===== src/rtl/eth_axis_width_bridge.sv =====
// eth_axis_width_bridge: AXI-Stream wide<->narrow width bridge honouring per-byte tkeep.
// TX serialises wide beats into narrow lanes (empty lanes skipped); RX packs narrow beats into wide beats.
// Define ETH_BRIDGE_STATS_EN to build the frame/byte statistics counters; otherwise they read 0.
module eth_axis_width_bridge #(
    parameter int WideWidth   = 64,
    parameter int NarrowWidth = 8,
    parameter int UserWidth   = 1,
    parameter int CntWidth    = 32
) (
    input  logic                     clk_i,
    input  logic                     rst_ni,
    input  logic [WideWidth-1:0]     tx_wide_tdata_i,
    input  logic [WideWidth/8-1:0]   tx_wide_tkeep_i,
    input  logic                     tx_wide_tlast_i,
    input  logic [UserWidth-1:0]     tx_wide_tuser_i,
    input  logic                     tx_wide_tvalid_i,
    output logic                     tx_wide_tready_o,
    output logic [NarrowWidth-1:0]   tx_narrow_tdata_o,
    output logic [NarrowWidth/8-1:0] tx_narrow_tkeep_o,
    output logic                     tx_narrow_tlast_o,
    output logic [UserWidth-1:0]     tx_narrow_tuser_o,
    output logic                     tx_narrow_tvalid_o,
    input  logic                     tx_narrow_tready_i,
    input  logic [NarrowWidth-1:0]   rx_narrow_tdata_i,
    input  logic [NarrowWidth/8-1:0] rx_narrow_tkeep_i,
    input  logic                     rx_narrow_tlast_i,
    input  logic [UserWidth-1:0]     rx_narrow_tuser_i,
    input  logic                     rx_narrow_tvalid_i,
    output logic                     rx_narrow_tready_o,
    output logic [WideWidth-1:0]     rx_wide_tdata_o,
    output logic [WideWidth/8-1:0]   rx_wide_tkeep_o,
    output logic                     rx_wide_tlast_o,
    output logic [UserWidth-1:0]     rx_wide_tuser_o,
    output logic                     rx_wide_tvalid_o,
    input  logic                     rx_wide_tready_i,
    input  logic                     stats_clr_i,
    output logic [CntWidth-1:0]      tx_frames_o,
    output logic [CntWidth-1:0]      tx_bytes_o,
    output logic [CntWidth-1:0]      rx_frames_o,
    output logic [CntWidth-1:0]      rx_bytes_o
);
    localparam int R  = WideWidth / NarrowWidth;
    localparam int NB = NarrowWidth / 8;
    localparam int PW = (R > 1) ? $clog2(R) : 1;
    localparam logic [PW-1:0] LastLane = PW'(R - 1);

    logic ready_en;

    logic                          tx_held_q;
    logic [PW-1:0]                 tx_ptr_q;
    logic [R-1:0][NarrowWidth-1:0] tx_data_q;
    logic [R-1:0][NB-1:0]          tx_keep_q;
    logic                          tx_last_q;
    logic [UserWidth-1:0]          tx_user_q;
    logic [PW-1:0]                 in_first;
    logic [PW-1:0]                 held_next;
    logic                          held_more;
    logic                          in_any;

    logic [R-1:0][NarrowWidth-1:0] acc_data_q;
    logic [R-1:0][NarrowWidth-1:0] acc_data_d;
    logic [R-1:0][NB-1:0]          acc_keep_q;
    logic [R-1:0][NB-1:0]          acc_keep_d;
    logic [UserWidth-1:0]          acc_user_q;
    logic [UserWidth-1:0]          acc_user_d;
    logic [PW-1:0]                 rx_ptr_q;
    logic                          rx_accept;
    logic                          rx_done;
    logic [R-1:0][NarrowWidth-1:0] rx_data_q;
    logic [R-1:0][NB-1:0]          rx_keep_q;
    logic                          rx_last_q;
    logic [UserWidth-1:0]          rx_user_q;
    logic                          rx_valid_q;

    // Both ready outputs stay low for the first cycle after reset release
    always_ff @(posedge clk_i or negedge rst_ni) begin
        if (!rst_ni) ready_en <= 1'b0;
        else         ready_en <= 1'b1;
    end

    // Lane bookkeeping: first non-empty lane of the incoming beat, next non-empty lane after the pointer
    always_comb begin
        in_first  = '0;
        held_next = '0;
        held_more = 1'b0;
        for (int i = R - 1; i >= 0; i--) begin
            if (|tx_wide_tkeep_i[i*NB +: NB]) in_first = PW'(i);
            if (|tx_keep_q[i] && PW'(i) > tx_ptr_q) begin
                held_next = PW'(i);
                held_more = 1'b1;
            end
        end
    end

    assign in_any             = |tx_wide_tkeep_i;
    assign tx_wide_tready_o   = ready_en && (!tx_held_q || (!held_more && tx_narrow_tready_i));
    assign tx_narrow_tvalid_o = tx_held_q;
    assign tx_narrow_tdata_o  = tx_data_q[tx_ptr_q];
    assign tx_narrow_tkeep_o  = tx_keep_q[tx_ptr_q];
    assign tx_narrow_tlast_o  = tx_last_q && !held_more;
    assign tx_narrow_tuser_o  = tx_user_q;

    // TX holding register: load a wide beat (all-empty non-last beats vanish), then walk its non-empty lanes
    always_ff @(posedge clk_i or negedge rst_ni) begin
        if (!rst_ni) begin
            tx_held_q <= 1'b0;
            tx_ptr_q  <= '0;
            tx_data_q <= '0;
            tx_keep_q <= '0;
            tx_last_q <= 1'b0;
            tx_user_q <= '0;
        end else if (tx_wide_tvalid_i && tx_wide_tready_o) begin
            tx_held_q <= in_any || tx_wide_tlast_i;
            tx_ptr_q  <= in_first;
            tx_data_q <= tx_wide_tdata_i;
            tx_keep_q <= tx_wide_tkeep_i;
            tx_last_q <= tx_wide_tlast_i;
            tx_user_q <= tx_wide_tuser_i;
        end else if (tx_held_q && tx_narrow_tready_i) begin
            tx_held_q <= held_more;
            tx_ptr_q  <= held_more ? held_next : tx_ptr_q;
        end
    end

    // Accumulator contents with the incoming narrow beat merged into the current lane
    always_comb begin
        acc_data_d           = acc_data_q;
        acc_keep_d           = acc_keep_q;
        acc_data_d[rx_ptr_q] = rx_narrow_tdata_i;
        acc_keep_d[rx_ptr_q] = rx_narrow_tkeep_i;
    end

    assign acc_user_d         = acc_user_q | rx_narrow_tuser_i;
    assign rx_narrow_tready_o = ready_en && (!rx_valid_q || rx_wide_tready_i);
    assign rx_accept          = rx_narrow_tvalid_i && rx_narrow_tready_o;
    assign rx_done            = rx_accept && (rx_narrow_tlast_i || rx_ptr_q == LastLane);

    // RX accumulator: lanes above the pointer are always zero, so a cleared accumulator pads short beats
    always_ff @(posedge clk_i or negedge rst_ni) begin
        if (!rst_ni) begin
            acc_data_q <= '0;
            acc_keep_q <= '0;
            acc_user_q <= '0;
            rx_ptr_q   <= '0;
        end else if (rx_done) begin
            acc_data_q <= '0;
            acc_keep_q <= '0;
            acc_user_q <= '0;
            rx_ptr_q   <= '0;
        end else if (rx_accept) begin
            acc_data_q <= acc_data_d;
            acc_keep_q <= acc_keep_d;
            acc_user_q <= acc_user_d;
            rx_ptr_q   <= rx_ptr_q + PW'(1);
        end
    end

    // RX output register: reloads directly on completion, even in the cycle the previous beat drains
    always_ff @(posedge clk_i or negedge rst_ni) begin
        if (!rst_ni) begin
            rx_valid_q <= 1'b0;
            rx_data_q  <= '0;
            rx_keep_q  <= '0;
            rx_last_q  <= 1'b0;
            rx_user_q  <= '0;
        end else if (rx_done) begin
            rx_valid_q <= 1'b1;
            rx_data_q  <= acc_data_d;
            rx_keep_q  <= acc_keep_d;
            rx_last_q  <= rx_narrow_tlast_i;
            rx_user_q  <= acc_user_d;
        end else if (rx_wide_tready_i) begin
            rx_valid_q <= 1'b0;
        end
    end

    assign rx_wide_tvalid_o = rx_valid_q;
    assign rx_wide_tdata_o  = rx_data_q;
    assign rx_wide_tkeep_o  = rx_keep_q;
    assign rx_wide_tlast_o  = rx_last_q;
    assign rx_wide_tuser_o  = rx_user_q;

`ifdef ETH_BRIDGE_STATS_EN
    logic                tx_fire;
    logic [CntWidth-1:0] tx_frames_q;
    logic [CntWidth-1:0] tx_bytes_q;
    logic [CntWidth-1:0] rx_frames_q;
    logic [CntWidth-1:0] rx_bytes_q;

    assign tx_fire = tx_narrow_tvalid_o && tx_narrow_tready_i;

    // Narrow-side statistics; clear wins over a same-cycle increment, counters wrap naturally
    always_ff @(posedge clk_i or negedge rst_ni) begin
        if (!rst_ni || stats_clr_i) begin
            tx_frames_q <= '0;
            tx_bytes_q  <= '0;
            rx_frames_q <= '0;
            rx_bytes_q  <= '0;
        end else begin
            if (tx_fire) tx_bytes_q <= tx_bytes_q + CntWidth'($countones(tx_narrow_tkeep_o));
            if (tx_fire && tx_narrow_tlast_o) tx_frames_q <= tx_frames_q + CntWidth'(1);
            if (rx_accept) rx_bytes_q <= rx_bytes_q + CntWidth'($countones(rx_narrow_tkeep_i));
            if (rx_accept && rx_narrow_tlast_i) rx_frames_q <= rx_frames_q + CntWidth'(1);
        end
    end

    assign tx_frames_o = tx_frames_q;
    assign tx_bytes_o  = tx_bytes_q;
    assign rx_frames_o = rx_frames_q;
    assign rx_bytes_o  = rx_bytes_q;
`else
    logic unused_stats_clr;

    assign unused_stats_clr = stats_clr_i;
    assign tx_frames_o      = '0;
    assign tx_bytes_o       = '0;
    assign rx_frames_o      = '0;
    assign rx_bytes_o       = '0;
`endif
endmodule

===== config.mk =====
export PLATFORM = sky130hd
export DESIGN_NAME = eth_axis_width_bridge
export DESIGN_NICKNAME = d
export VERILOG_FILES = /design/src/rtl/eth_axis_width_bridge.sv
export SDC_FILE = /design/constraint.sdc
export NUM_CORES = 1
export LEC_CHECK = 0
export BUFFER_PORTS_ARGS = -buffer_cell sky130_fd_sc_hd__buf_2
export CELL_PAD_IN_SITES_DETAIL_PLACEMENT = 1
export CELL_PAD_IN_SITES_GLOBAL_PLACEMENT = 1
export CORE_MARGIN = 2
export CORE_UTILIZATION = 41
export CTS_CLUSTER_DIAMETER = 50
export DETAILED_ROUTE_END_ITERATION = 10
export PLACE_DENSITY = 0.91
export SYNTH_ARGS = -nofsm -noshare
export SYNTH_HDL_FRONTEND = slang
export SYNTH_SLANG_ARGS = --single-unit

===== constraint.sdc =====
create_clock -name clk_i -period 2.6 [get_ports clk_i]
set_input_delay 0.13 -clock clk_i [delete_from_list [all_inputs] [get_ports clk_i]]
set_output_delay 0.13 -clock clk_i [all_outputs]
set_load 0.01 [all_outputs]

==> reports/qor.csv <==
stage;metric;value;unit
run_status;status;finished clean;
synth;seq_area_frac_synth;51.8;%
detailed_routing;vias;8022;
synth;ys_types;46;
critical_path;worstRegToRegCells;7;
placed_design;dp_hpwl;19800;um
worst_hold_path;whs_path_depth;2;
synth;ys_ff_latch;230;
clock_tree;cts.clk_slew.worst_paths;0.06;ns
sta;rsz0062_at_grt;false;
detailed_routing;drt_wl_total;33700;um
global_routing;antenna_found_initial;1;
sta;setup_viol;0;
clock_tree;cts_buffers;29;
synth;synth.avg_cell_area;12.1;um2
pwr;power_density;991;mW/mm2
die;num_rows;60;
global_routing;overflow;0;
critical_path;cp-start-kind;register;
synth;synth_flop_cell;dfrtp_1;
sta;maxSlewViolCount;0;
sta;skew;0.0234;ns
sta;finalCriticalPeriod;2.50;ns
sta;fin_setup_tns;0;ns
synth;synthTopCellsByArea;dfrtp_1 52%, buf_4 8.9%, mux2i_1 6.8%, a22o_1 6.0%, mux2_2 5.6%;
sta;finalHoldViolations;0;
critical_path;endpoint_kind;output port;
detailed_routing;drtAntennaViolNets;0;
clock_tree;cts_root_buf;clkbuf_16;
detailed_routing;drtIter0Drc;478;
global_routing;grt_pass1_wl;52400;um
sta;slew_headroom;52.1;%
finish;drive_gt1_share;30.5;%
global_routing;grt_pass1_vias;8848;
placed_design;io_buffers;179;
die;die_y;169;um
global_routing;grt_max_degree;101;
synth;yosys_warnings;0;
pwr;total_leakage_power;6.67;nW
finish;finalNetCount;1261;
placed_design;dpl.cell_count;1399;
worst_hold_path;hold_class;in2reg;
finish;syn2layout_area_growth;23.0;%
flow_run;cap_violations;0;
clock_tree;cts_tree;built;
sta;holdWs;0.0899;ns
critical_path;worstPathArrival;2.37;ns
finish;instances_no_fill;1529;
detailed_routing;dr.pass1.iters;4;
synth;synth_area;0.0111;mm2
critical_path;reg2reg_slack;0.12;ns
clock_tree;cts.sinks;230;
synth;synth_edf_count;0;
synth;synth_top_area_share;51.8;%
critical_path;slowest_delay;0.58;ns
critical_path;critPathMaxFanout;18;
finish;antennaDiodeCount;0;
die;dieArea;0.0284;mm2
critical_path;critPathRequiredTime;2.47;ns
clock_tree;htreeDepth;1;
critical_path;crit_cells;4;
die;initial_core_util;41.5;%
finish;post-route-util;51.0;%
critical_path;crit_buf_inv;2;
sta;finalCritPeriodShare;96.1;%
clock_tree;clock_path_buffers;3;
pwr;ir_drop;422;uV
critical_path;path_cells;buf_8 -> mux4_2 -> mux2_2 -> buf_2;
die;core-area;0.0268;mm2
detailed_routing;post_drt_wl_per_cell;22.0;um
clock_tree;clock_latency;0.54;ns
sta;fmaxAchievable;400;MHz
detailed_routing;drc;0;
sta;worst_pin_slew;0.719;ns
global_routing;grtUsageTotal;23.5;%
die;fp.dieW;169;um
synth;postSynthCellCount;919;
critical_path;critPathTopFamily;multiplexers;
synth;ys_async_sr_fraction;100;%
detailed_routing;viasPerCell;5.25;
critical_path;worst_path_max_delay_cell;mux4_2;
synth;yosysTopAreaCell;dfrtp_1;
die;num_io_pins;309;
critical_path;criticalPathCategory;reg2out;
placed_design;place_congestion;0.786;
[registers in the layout, summed over array words and instances, names as in the netlist]
name                cells
acc_data_q             64
rx_wide_tdata_o        64
tx_data_q              64
acc_keep_q              8
rx_wide_tkeep_o         8
tx_keep_q               8
rx_ptr_q                3
tx_ptr_q                3
acc_user_q              1
ready_en                1
rx_wide_tlast_o         1
rx_wide_tuser_o         1
rx_wide_tvalid_o        1
tx_last_q               1
tx_narrow_tuser_o       1
tx_narrow_tvalid_o      1
[what timing repair did]
action | CTS | global route
setup endpoints to repair | 7 | 13
buffers inserted | 0 | 0
hold endpoints to repair | 163 | 0
gates resized for setup | 1 | 2
hold buffers | 78 | 0
gates cloned | 0 | 0
[cells by family (layout without fill, tap and decap cells)]
group / after synthesis / in the layout / synth area share, %
AO/OA/AOI/OAI: 183 / 183 / 11.3
other: 2 / 129 / 0.0676
multiplexers: 174 / 174 / 19.4
adder cells (fa/ha/maj): 2 / 2 / 0.225
buffers and inverters: 194 / 336 / 11.7
flip-flops: 230 / 230 / 51.8
AND/OR/NAND/NOR: 134 / 134 / 5.49
[final cells by class]
class	instances	area, um2
clock inverters	13	144
fillers	2835	13100
well taps	341	427
multi-input cells	622	4570
repair buffers	279	1910
inverters	5	18.8
clock buffers	39	843
flip-flops and latches	230	5760
[through the flow]
step	area [um2]	total power, mW	worst slack (ns)
2_1_floorplan	11600	7.90	0.636
3_3_place_gp	11900	8.84	0.305
3_5_place_dp	11900	9.11	0.211
4_1_cts	13700	13.4	0.0614
5_1_grt	13700	14.2	0.00781
6_report	13700	13.5	0.102
[synthesized netlist by cell type (2+ instances only)]
cell type / instances
or2_2: 2
and3_1: 5
clkbuf_1: 33
o31ai_1: 2
buf_4: 132
buf_2: 11
o22ai_1: 2
nand3_1: 3
and2_1: 2
mux2i_1: 75
a21o_1: 5
buf_12: 2
nor4_1: 2
o21ai_0: 4
mux2_4: 27
ha_1: 2
nor3b_1: 3
a22o_1: 76
mux4_2: 17
inv_1: 4
o21bai_1: 2
conb_1: 2
o21ai_1: 4
a211oi_1: 2
nor2b_1: 4
nand2b_1: 6
a21oi_1: 80
buf_1: 8
nand2_1: 9
nand3b_1: 3
nor3_1: 3
nor2_1: 89
dfrtp_1: 230
mux2_2: 55
buf_6: 2
[report_power, final]
group | internal, mW | leakage, nW | switching, mW | total, mW
clock | 2.48 | 0.494 | 1.60 | 4.08
combinational | 2.15 | 3.31 | 2.02 | 4.17
sequential | 4.51 | 2.87 | 0.767 | 5.28
[layout by cell type (no fill, tap or decap), types with 4 or more instances in the layout]
cell type	instances
o21ai_1	4
o21ai_0	4
clkinv_2	4
nor2_1	88
and3_1	5
buf_12	4
clkbuf_16	29
mux2i_1	75
mux4_2	17
nand2_1	9
nor2b_1	4
mux2_2	55
inv_6	4
nand2b_1	6
a21oi_1	80
conb_1	129
mux2_4	27
buf_2	178
a21o_1	5
a22o_1	76
dlygate4sd3_1	78
buf_4	17
dfrtp_1	229
inv_1	4
clkbuf_8	8
[metal layers]
metal / GRT usage, % / share of wire (%)
met3: 5.94 / 7.3
met5: 0 / 0.039
met2: 41.9 / 51
met4: 8.62 / 3.5
met1: 27.5 / 38
[path summary, 6_finish.rpt]
path                                 startpoint                   end
setup / recovery                    tx_ptr_q[0]  tx_narrow_tdata_o[1]
hold / removal             rx_narrow_tdata_i[7]        acc_data_q[31]
setup reg to reg                    tx_ptr_q[2]         tx_data_q[43]
hold reg to reg               tx_narrow_tuser_o     tx_narrow_tuser_o
max in group asynchronous                rst_ni    rx_wide_tdata_o[1]
min in group asynchronous                rst_ni             tx_last_q
Power figures use the tool's default switching activity.
